==> src/rtl/uart_pkg.sv <==
// Shared types and constants for the parametrised UART transmitter.
package uart_pkg;

  typedef enum logic [2:0] {
    StIdle,
    StStart,
    StData,
    StParity,
    StStop1,
    StStop2
  } tx_state_e;

  localparam logic [1:0] PAR_NONE = 2'b00;
  localparam logic [1:0] PAR_ODD  = 2'b01;
  localparam logic [1:0] PAR_EVEN = 2'b10;

  localparam int unsigned DATA_BITS_MIN = 5;
  localparam int unsigned DATA_BITS_MAX = 9;

  // Mode 2'b11 is deliberately treated as no parity.
  function automatic logic parity_enabled(logic [1:0] mode);
    return (mode == PAR_ODD) || (mode == PAR_EVEN);
  endfunction

  function automatic logic calc_parity(logic data_xor, logic [1:0] mode);
    return (mode == PAR_ODD) ? ~data_xor : data_xor;
  endfunction

endpackage

==> src/rtl/uart_tx_hold_reg.sv <==
// One-entry valid/ready holding register; take empties it, load fills it when empty.
module uart_tx_hold_reg #(
  parameter int unsigned Width = 8
) (
  input  logic             clk,
  input  logic             reset,
  input  logic             load_valid_i,
  output logic             load_ready_o,
  input  logic [Width-1:0] load_data_i,
  input  logic             take_i,
  output logic             full_o,
  output logic [Width-1:0] data_o
);

  logic             full_q, full_d;
  logic [Width-1:0] data_q, data_d;

  always_comb begin
    full_d = full_q;
    data_d = data_q;
    if (take_i) full_d = 1'b0;
    if (load_valid_i && !full_q) begin
      full_d = 1'b1;
      data_d = load_data_i;
    end
  end

  always_ff @(posedge clk) begin
    if (reset) begin
      full_q <= 1'b0;
      data_q <= '0;
    end else begin
      full_q <= full_d;
      data_q <= data_d;
    end
  end

  assign load_ready_o = ~full_q;
  assign full_o       = full_q;
  assign data_o       = data_q;

endmodule

==> src/rtl/uart_tx_param.sv <==
// UART transmitter: LSB-first words with per-frame parity and stop-bit count,
// advanced by a one-cycle baud tick, fed through a one-entry holding register.
module uart_tx_param
  import uart_pkg::*;
#(
  parameter int unsigned DATA_BITS = 8
) (
  input  logic                 clk,
  input  logic                 reset,
  input  logic                 i_Baud_Tick,
  input  logic [DATA_BITS-1:0] i_Tx_Byte,
  input  logic [1:0]           i_Parity_Mode,
  input  logic                 i_Two_Stop,
  input  logic                 i_Tx_Valid,
  output logic                 o_Tx_Ready,
  output logic                 o_Tx_Data,
  output logic                 o_Tx_Active,
  output logic                 o_Tx_Done
);

  localparam int unsigned CntW  = $clog2(DATA_BITS);
  localparam int unsigned HoldW = DATA_BITS + 3;

  if (DATA_BITS < DATA_BITS_MIN || DATA_BITS > DATA_BITS_MAX) begin : gen_bad_width
    $error("uart_tx_param: DATA_BITS outside legal range");
  end

  tx_state_e            state_q, state_d;
  logic [DATA_BITS-1:0] shift_q, shift_d;
  logic [CntW-1:0]      cnt_q, cnt_d;
  logic                 tx_q, tx_d;
  logic                 done_q, done_d;
  logic                 par_en_q, par_en_d;
  logic                 par_bit_q, par_bit_d;
  logic                 two_stop_q, two_stop_d;

  logic                 hold_full;
  logic [HoldW-1:0]     hold_data;
  logic                 start_frame;
  logic                 frame_end;
  logic                 last_bit;

  uart_tx_hold_reg #(
    .Width(HoldW)
  ) u_hold (
    .clk         (clk),
    .reset       (reset),
    .load_valid_i(i_Tx_Valid),
    .load_ready_o(o_Tx_Ready),
    .load_data_i ({i_Two_Stop, i_Parity_Mode, i_Tx_Byte}),
    .take_i      (start_frame),
    .full_o      (hold_full),
    .data_o      (hold_data)
  );

  assign last_bit = (cnt_q == CntW'(DATA_BITS - 1));

  always_ff @(posedge clk) begin
    if (reset) begin
      state_q    <= StIdle;
      shift_q    <= '0;
      cnt_q      <= '0;
      tx_q       <= 1'b1;
      done_q     <= 1'b0;
      par_en_q   <= 1'b0;
      par_bit_q  <= 1'b0;
      two_stop_q <= 1'b0;
    end else begin
      state_q    <= state_d;
      shift_q    <= shift_d;
      cnt_q      <= cnt_d;
      tx_q       <= tx_d;
      done_q     <= done_d;
      par_en_q   <= par_en_d;
      par_bit_q  <= par_bit_d;
      two_stop_q <= two_stop_d;
    end
  end

  always_comb begin
    state_d     = state_q;
    frame_end   = 1'b0;
    start_frame = 1'b0;
    if (i_Baud_Tick) begin
      case (state_q)
        StIdle:   if (hold_full) state_d = StStart;
        StStart:  state_d = StData;
        StData:   if (last_bit) state_d = par_en_q ? StParity : StStop1;
        StParity: state_d = StStop1;
        StStop1:  begin
          if (two_stop_q) state_d = StStop2;
          else            frame_end = 1'b1;
        end
        StStop2:  frame_end = 1'b1;
        default:  state_d = StIdle;
      endcase
      if (frame_end) state_d = hold_full ? StStart : StIdle;
      start_frame = hold_full && ((state_q == StIdle) || frame_end);
    end
  end

  always_comb begin
    shift_d    = shift_q;
    cnt_d      = cnt_q;
    tx_d       = tx_q;
    done_d     = 1'b0;
    par_en_d   = par_en_q;
    par_bit_d  = par_bit_q;
    two_stop_d = two_stop_q;
    if (i_Baud_Tick) begin
      case (state_q)
        StStart: begin
          tx_d    = shift_q[0];
          shift_d = shift_q >> 1;
          cnt_d   = '0;
        end
        StData: begin
          if (!last_bit) begin
            tx_d    = shift_q[0];
            shift_d = shift_q >> 1;
            cnt_d   = cnt_q + CntW'(1);
          end else begin
            tx_d = par_en_q ? par_bit_q : 1'b1;
          end
        end
        StParity, StStop1, StStop2: tx_d = 1'b1;
        default: ;
      endcase
      done_d = frame_end;
      // A queued word starts on the same tick that closes the previous frame.
      if (start_frame) begin
        shift_d    = hold_data[DATA_BITS-1:0];
        par_en_d   = parity_enabled(hold_data[DATA_BITS +: 2]);
        par_bit_d  = calc_parity(^hold_data[DATA_BITS-1:0], hold_data[DATA_BITS +: 2]);
        two_stop_d = hold_data[DATA_BITS+2];
        tx_d       = 1'b0;
      end
    end
  end

  always_comb begin
    o_Tx_Active = (state_q != StIdle);
    o_Tx_Data   = tx_q;
    o_Tx_Done   = done_q;
  end

endmodule

==> config.mk <==
export PLATFORM = sky130hd
export DESIGN_NAME = uart_tx_param
export DESIGN_NICKNAME = d
export VERILOG_FILES = /design/src/rtl/uart_pkg.sv /design/src/rtl/uart_tx_hold_reg.sv /design/src/rtl/uart_tx_param.sv
export SDC_FILE = /design/constraint.sdc
export NUM_CORES = 1
export LEC_CHECK = 0
export ABC_AREA = 1
export CAP_MARGIN = 30
export CORE_UTILIZATION = 54
export CTS_CLUSTER_DIAMETER = 120
export DETAILED_ROUTE_END_ITERATION = 10
export PLACE_DENSITY_LB_ADDON = 0.15
export SYNTH_ARGS = -nofsm -noshare
export SYNTH_HDL_FRONTEND = slang
export SYNTH_SLANG_ARGS = --single-unit
==> constraint.sdc <==
create_clock -name clk -period 1.7 [get_ports clk]
set_clock_uncertainty 0.15 [all_clocks]
set_input_delay 0.255 -clock clk [delete_from_list [all_inputs] [get_ports clk]]
set_output_delay 0.255 -clock clk [all_outputs]
set_load 0.02 [all_outputs]
## After elaboration in Yosys (flattened, before gate mapping)

Cells that the tools add are included.
Widths: inputs -> output; s select.

- Bits in registers: 31
- Output and inout port bits: 4
- Logic and storage cells: 70
- Bits of input ports: 15

- Muxes and demuxes: 23
- Bitwise gates (word level): 3
- Equal/unequal tests: 14
- Add/subtract/negate cells: 1
- Reductions and logical operators: 19

Operator list:

| kind | number |
|---|---|
| $mux 3 | 6 |
| $pmux 3 s6 | 1 |
| $mux 8 | 2 |
| $pmux 8 s2 | 1 |
| $mux 1 | 10 |
| $eq 3x3->1 const B | 3 |
| $ne 3x3->1 const B | 3 |
| $reduce_xor 8->1 | 1 |
| $eq 3x2->1 const B | 2 |
| $pmux 3 s2 | 1 |
| $reduce_and 3->1 | 2 |
| $reduce_bool 3->1 | 2 |
| $reduce_and 5->1 | 1 |
| $ne 2x2->1 const B | 2 |
| $reduce_and 2->1 | 2 |
| $reduce_bool 2->1 | 2 |
| $reduce_bool 4->1 | 1 |
| $add 3x1->3 const B | 1 |
| $eq 3x1->1 const B | 1 |
| $logic_not 3->1 | 1 |
| $ne 3x2->1 const B | 1 |
| $not 1->1 | 3 |
| $pmux 1 s3 | 1 |
| $reduce_or 3->1 | 1 |
| other kinds (7) | 9 |

## Logic depth before layout (Yosys ltp)

Gate-level depths: netlist of the first run.

- Word-level depth: 8
- Gate-level depth with buffers: 11
- Mapped depth without buffers: 11

## By module

From an unflattened synthesis of the first run, not the netlist that was laid out.

- Cells, all modules: 265
- Area total of the unflattened synthesis: 1770.4 um^2

Modules (own cells, without submodules):

| module | area an instance (um^2) | sequential area each (um^2) | cells an instance | times used |
|---|---|---|---|---|
| uart_tx_param | 1242.4 | 380.4 | 186 | 1 |
| uart_tx_hold_reg | 528.0 | 240.2 | 79 | 1 |

## Worst setup path before layout of the first run

No wires, ideal clock.

- Kind: register to register
- Start: register cnt_q[0]
- End: register shift_q[0]
- Setup time: 0.118 ns
- Required time: 1.432 ns
- Period minus slack after synthesis: 1.525 ns
- Stages on the path, launching flop included: 9
- Slack: 0.175 ns
- Arrival: 1.257 ns
- Path buffers: 0
- Cells stage by stage: dfxtp_1 ha_1 ha_1 nand4_1 nand3_2 nand2_2 nor2_1 nor2_1 nor2_1

- Longest elaborated chain between the ends: 3

Ends and longest elaborated chain:

| item | line | source |
|---|---|---|
| from (decl) | uart_tx_param.sv:30 | `logic [CntW-1:0] cnt_q, cnt_d;` |
| from (signal assigned) | uart_tx_param.sv:71 | `cnt_q <= cnt_d;` |
| $eq 3x3->1 | uart_tx_param.sv:56 | `assign last_bit = (cnt_q == CntW'(DATA_BITS - 1));` |
| $ne 3x3->1 (no line) | - |  |
| $reduce_and 3->1 (no line) | - |  |
| to (signal assigned) | uart_tx_param.sv:70 | `shift_q <= shift_d;` |
| to (decl) | uart_tx_param.sv:29 | `logic [DATA_BITS-1:0] shift_q, shift_d;` |

No other way between the ends.
A chain may end at the register's enable or synchronous reset.

## Worst setup path after layout of the first run

- Start: register done_q, in the netlist o_Tx_Done
- End: output port o_Tx_Done

RTL lines:

| item | line | source |
|---|---|---|
| from (decl) | uart_tx_param.sv:32 | `logic done_q, done_d;` |
| from (signal assigned) | uart_tx_param.sv:73 | `done_q <= done_d;` |
| to (decl) | uart_tx_param.sv:18 | `output logic o_Tx_Done` |

No word-level cell between the ends.

==> results of run 1 <==
==> worst reg2reg max path, stage by stage, from the launching register on <==
cell     delay [ps]
dfxtp_2         370
ha_4            140
ha_4            130
nand4_1         220
nand3_4         210
nand2_4          90
inv_2            70
nand2_1          50
a21oi_2         110
==> Yosys cell counts (3+ instances only) <==
cell type	n
inv_1	24
a21oi_1	14
nand3_1	24
nand4_1	3
nand2_2	3
dfxtp_1	31
ha_1	3
inv_2	6
nand2_1	50
o21ai_0	16
nor2_1	18
o21ai_1	6
nand3_2	3
==> kinds of logic (layout without fill, tap and decap cells) <==
kind of cell | count (synthesis) | in the layout | share of synthesized area
adder cells (fa/ha/maj) | 3 | 3 | 0.0235
AND/OR/NAND/NOR | 107 | 107 | 0.317
flip-flops | 31 | 31 | 0.389
buffers and inverters | 37 | 65 | 0.102
XOR/XNOR | 3 | 3 | 0.0165
AO/OA/AOI/OAI | 43 | 43 | 0.152
==> layer usage <==
| metal | track usage | wire (um) | vias to the layer above |
|---|---|---|---|
| met4 | 0.0941 | 78 | 0 |
| met1 | 0.279 | 1510 | 665 |
| met2 | 0.378 | 1510 | 36 |
| met3 | 0.0645 | 154 | 9 |
| li1 | - | - | 779 |
| met5 | 0 | 0 | - |
==> where the power goes <==
group | switching, mW | total [mW] | internal (mW) | leakage [nW]
clock | 0.248 | 0.491 | 0.243 | 0.0386
combinational | 0.339 | 0.570 | 0.231 | 0.607
sequential | 0.0505 | 0.841 | 0.791 | 0.255
==> stage by stage <==
| step | TNS (ps) | util | hold WS (ps) | total power [mW] | setup WS (ps) |
|---|---|---|---|---|---|
| finish | 0 | 0.707 | 311 | 1.90 | 64.7 |
| global route | -3.35 | 0.707 | 338 | 2.02 | -3.35 |
| CTS | 0 | 0.688 | 314 | 1.88 | 1.79 |
| detailed placement | -175 | 0.660 | 302 | 1.40 | -46.7 |
| global placement | -22.6 | 0.660 | 294 | 1.39 | -12.8 |
| floorplan | 0 | - | 215 | 1.24 | 175 |
==> timing repair <==
item                       4_1_cts  5_1_grt
pin swaps                        3        3
setup buffers                    0        1
gates resized for setup          5        9
setup endpoints to repair        9       14
==> sequential cells by signal, indices dropped and copies added (netlist names), 3 cells and up <==
| signal | count |
|---|---|
| u_hold.data_o | 11 |
| shift_q | 8 |
| cnt_q | 3 |
| state_q | 3 |
==> worst max-delay path by stage <==
stage / startpoint / end
CTS: cnt_q[0] / shift_q[6]
detailed placement: cnt_q[0] / shift_q[6]
global route: cnt_q[0] / shift_q[3]
global placement: cnt_q[0] / shift_q[3]
floorplan: cnt_q[0] / shift_q[0]
finish: o_Tx_Done / o_Tx_Done
==> final cells by class <==
| type | instances | share of cell area |
|---|---|---|
| repair buffers | 26 | 0.129 |
| multi-input cells | 156 | 0.439 |
| well taps | 31 | 0.0197 |
| clock buffers | 8 | 0.0350 |
| flip-flops and latches | 31 | 0.317 |
| inverters | 31 | 0.0605 |
==> summary.txt, run 1 <==
Multi-input logic area: 863 um^2
Synth cell types: 29
Slack of the worst reg-to-reg path: 110 ps
Cts hold-fix bufs: 0
First-pass GRT wire length: 5600 um
Number of vias per cell: 5.26
Fmax: 612 MHz
Largest net degree at the start of global routing: 24
EDFF count, synth: 0
Hold Path Class: flip-flop to flip-flop
Layout cell share with drive strength beyond 1: 0.163
Diode count: 0
Max Cap Viol: 0
Worst-Margin Slew: 416 ps
Flops & latches, synth: 31
Placed instance area: 1840 um^2
Cell Count, Final, Fillers Out: 283
Most frequent cells in the layout: nand2_1, dfxtp_1, inv_1, nand3_1, nor2_1
CTS clk-pin slew, worst paths: 90 ps
Final-stage net count: 269
Final period demand of the worst path: 1640 ps
Pleak: 0.901 nW
Initial antenna violation count: 0
Total track usage: 0.229
Design Area, Final: 1970 um^2
Layout area overhead: 23.2%
Leading area contributor after synthesis: dfxtp_1
Post-Synthesis Cell Area: 1600 um^2
Status: finished, final reports clean
Die X: 56.4 um
YS warnings: 0
PwrDens: 968 nW/um^2
Overflow after GRT: 0
Starting DRT DRC Count: 54
Final worst-path cycle share: 0.962
Number of cells on the worst reg-to-reg path: 8
Commonest non-fill, non-tap cell in the layout: nand2_1
Cells traversed along the worst timing path: clkdlybuf4s50_1
Clk buf depth: 2
Vias in the first global route: 1331
Post-route DRC: 0
Final wirelength: 3260 um
Hold_sp: u_hold.data_o[9]
GP Congestion: 0.842
Crit-path slowest cell: clkdlybuf4s50_1
Synth top area share: 0.389
# rows: 19
Fill cell count: 242
Initial Utilization: 0.574
CP Depth: 1
Cell count after placement: 274
CTS Root Cell: clkbuf_4
Post-DP HPWL: 2410 um
Worst-skew pair later-pin latency: 330 ps
Hold Path Depth: 2
Drt pass-1 iters: 4
Max Slew Vio Count: 0
Endpoints failing setup: 0
Die ar.: 3180 um^2
Core Footprint: 2780 um^2
CTS tree: built
Via count: 1489
Hold Fails Final Rpt: 0
Die Y: 56.4 um
Sequential-to-total area share from yosys stat: 0.389
Top FF cell, synth: dfxtp_1
Register Area: 623 um^2
Worst Hold Path EP: u_hold.data_o[9]
WS Path Type: flip-flop to primary output
Relative slew slack: 0.722
Critical Path End Type: primary output
Reg-to-Reg End: shift_q[3]
Average routed wire per standard cell: 11.5 um
Data arrival, critical path: 1230 ps
Share of synthesized registers carrying an async set or reset: 0
Worst vdd ir: 0.000885 V
Syn_nets: 242
Unrepaired setup endpoints after global routing: yes
Cts bufs inserted: 5
IO Count: 19
Remaining antenna violation count: 0
Synth top area cells: dfxtp_1, nand2_1, nand3_1, inv_1, o21ai_0
Worst EP required: 1290 ps
Cell count after synthesis: 224
CTS Sinks: 31
H-Tree Level Count: 2
Largest stage delay, worst path: 590 ps
Syn avg cell area: 7.12 um^2
RR Startpoint: cnt_q[0]
WP buf/inv: 1
Delay-heaviest family, CP: buffers and inverters
IO buf count: 18
CP startpoint kind: flip-flop
Largest fanout on the critical path: 1
Note: power is estimated with default switching activity, not from simulation.
==> run 2, diff against run 1 <==
--- a/config.mk
+++ b/config.mk
@@ -6,6 +6,7 @@
 export NUM_CORES = 1
 export LEC_CHECK = 0
 export ABC_AREA = 1
+export ABC_CLOCK_PERIOD_IN_PS = 1700
 export CAP_MARGIN = 30
 export CORE_UTILIZATION = 54
 export CTS_CLUSTER_DIAMETER = 120
==> results of run 2 <==
Final layout, timing and power as in run 1 (identical DEF).
==> run 3, diff against run 2 <==
--- a/config.mk
+++ b/config.mk
@@ -8,6 +8,7 @@
 export ABC_AREA = 1
 export ABC_CLOCK_PERIOD_IN_PS = 1700
 export CAP_MARGIN = 30
+export CORE_MARGIN = 10
 export CORE_UTILIZATION = 54
 export CTS_CLUSTER_DIAMETER = 120
 export DETAILED_ROUTE_END_ITERATION = 10
==> run 3 against run 2 <==
Utilization rose by 2.2 points. Count of clock-buffer cells in the layout is the same. Non-clock buffer count rose by 5. Flip-flop and latch count stayed put. First-iteration DRC count is 120% higher. Sequential share of layout area shrank 0.84 points. Wire length up 10%. Total power grew 2.3%. Critical endpoint unchanged. Worst hold slack worse by 2.7 ps. Largest power group unchanged. Cell count rose by 2.5%.
==> summary.txt, run 3 (synthesis results as in run 1) <==
Via count: 1548
CTS tree: built
CP Depth: 1
Largest fanout on the critical path: 1
Vias in the first global route: 1485
P_sw: 0.667 mW
Final worst-path cycle share: 0.974
WS Path Type: flip-flop to primary output
First-pass GRT wire length: 6090 um
Total negative slack: 0 ps
Multi-input logic area: 888 um^2
Register Area: 626 um^2
IO buf count: 18
Die X: 74.4 um
Status: finished, final reports clean
Diode count: 0
Max Slew Vio Count: 0
Die Y: 74.4 um
Critical Path End Type: primary output
Most frequent cells in the layout: nand2_1, dfxtp_1, inv_1, nand3_1, nor2_1
Largest net degree at the start of global routing: 24
# rows: 19
Hold Fails Final Rpt: 0
Commonest non-fill, non-tap cell in the layout: nand2_1
Number of cells on the worst reg-to-reg path: 8
Fmax: 604 MHz
Crit-path slowest cell: clkdlybuf4s50_1
Layout cell share with drive strength beyond 1: 0.189
Sequential power share: 0.435
Comb power frac: 0.307
IO Count: 19
Final-stage net count: 276
Final Util: 0.729
Initial antenna violation count: 0
P_int: 1.28 mW
Largest register FFs: 11
Clock share of power: 0.258
Worst-Margin Slew: 425 ps
Worst EP required: 1290 ps
Fill cell count: 240
Worst vdd ir: 0.000924 V
Drt pass-1 iters: 4
PwrDens: 960 nW/um^2
CP startpoint kind: flip-flop
Post-route DRC: 0
Hold_sp: u_hold.data_o[9]
Pleak: 0.922 nW
Final wirelength: 3590 um
Average routed wire per standard cell: 12.4 um
Die ar.: 5530 um^2
Remaining antenna violation count: 0
Total track usage: 0.139
CTS Root Cell: clkbuf_4
Clk buf depth: 2
Unrepaired setup endpoints after global routing: no
Cells traversed along the worst timing path: clkdlybuf4s50_1
WP buf/inv: 1
Core Footprint: 2780 um^2
Worst-skew pair later-pin latency: 340 ps
Data arrival, critical path: 1250 ps
GP Congestion: 0.899
Cts hold-fix bufs: 0
Layout area overhead: 27.1%
Relative slew slack: 0.717
Largest stage delay, worst path: 590 ps
Hold Path Class: flip-flop to flip-flop
Post-DP HPWL: 2580 um
H-Tree Level Count: 2
Worst setup startpoint: o_Tx_Done
Endpoints failing setup: 0
Number of vias per cell: 5.34
CTS clk-pin slew, worst paths: 100 ps
Overflow after GRT: 0
Cts bufs inserted: 5
Starting DRT DRC Count: 117
Delay-heaviest family, CP: buffers and inverters
Post-CTS Setup Bufs: 0
RR Startpoint: cnt_q[0]
Final period demand of the worst path: 1660 ps
Initial Utilization: 0.574
Sw Share: 0.343
Max Cap Viol: 0
Hold Path Depth: 2
CTS Sinks: 31
-- run 3: what timing repair did --
| action | CTS | global route |
|---|---|---|
| setup endpoints to repair | 3 | 9 |
| resized for setup | 3 | 13 |
| pin swaps | 0 | 5 |
| cloned | 0 | 2 |
-- run 3: per-stage QoR --
stage	hold WS (ps)	power (mW)	area, um^2	setup WS [ps]	std cells
4_1_cts	314	1.90	1950	-14.5	288
5_1_grt	345	2.06	2030	0.184	290
6_report	308	1.95	2030	43.7	290
2_1_floorplan	215	1.24	1600	175	224
3_3_place_gp	296	1.40	1880	33.9	280
3_5_place_dp	300	1.41	1880	6.20	280
-- run 3: layout make-up --
type / instances / area share
well taps: 31 / 0.0191
flip-flops and latches: 31 / 0.309
multi-input cells: 158 / 0.438
clock buffers: 8 / 0.0340
repair buffers: 31 / 0.141
inverters: 31 / 0.0586
-- run 3: metal layers --
metal	GRT usage	vias to the layer above	routed length (um)
li1	-	799	-
met1	0.155	708	1630
met2	0.230	35	1740
met3	0.0359	6	146
met4	0.0874	0	74
met5	0	-	0
-- run 3: power groups by stage --
stage	Sequential [mW]	Combinational (mW)	Clock (mW)
final	0.847	0.597	0.502
after global routing	0.857	0.663	0.539
after global placement	0.855	0.550	0
after CTS	0.838	0.547	0.510
after floorplan	0.853	0.383	0
after detailed placement	0.855	0.555	0
-- run 3: worst paths after layout --
kind	end	slack, ps
hold reg to reg	u_hold.data_o[9]	310
setup reg to reg	shift_q[3]	130
setup / recovery	o_Tx_Done	40
hold / removal	u_hold.data_o[9]	310
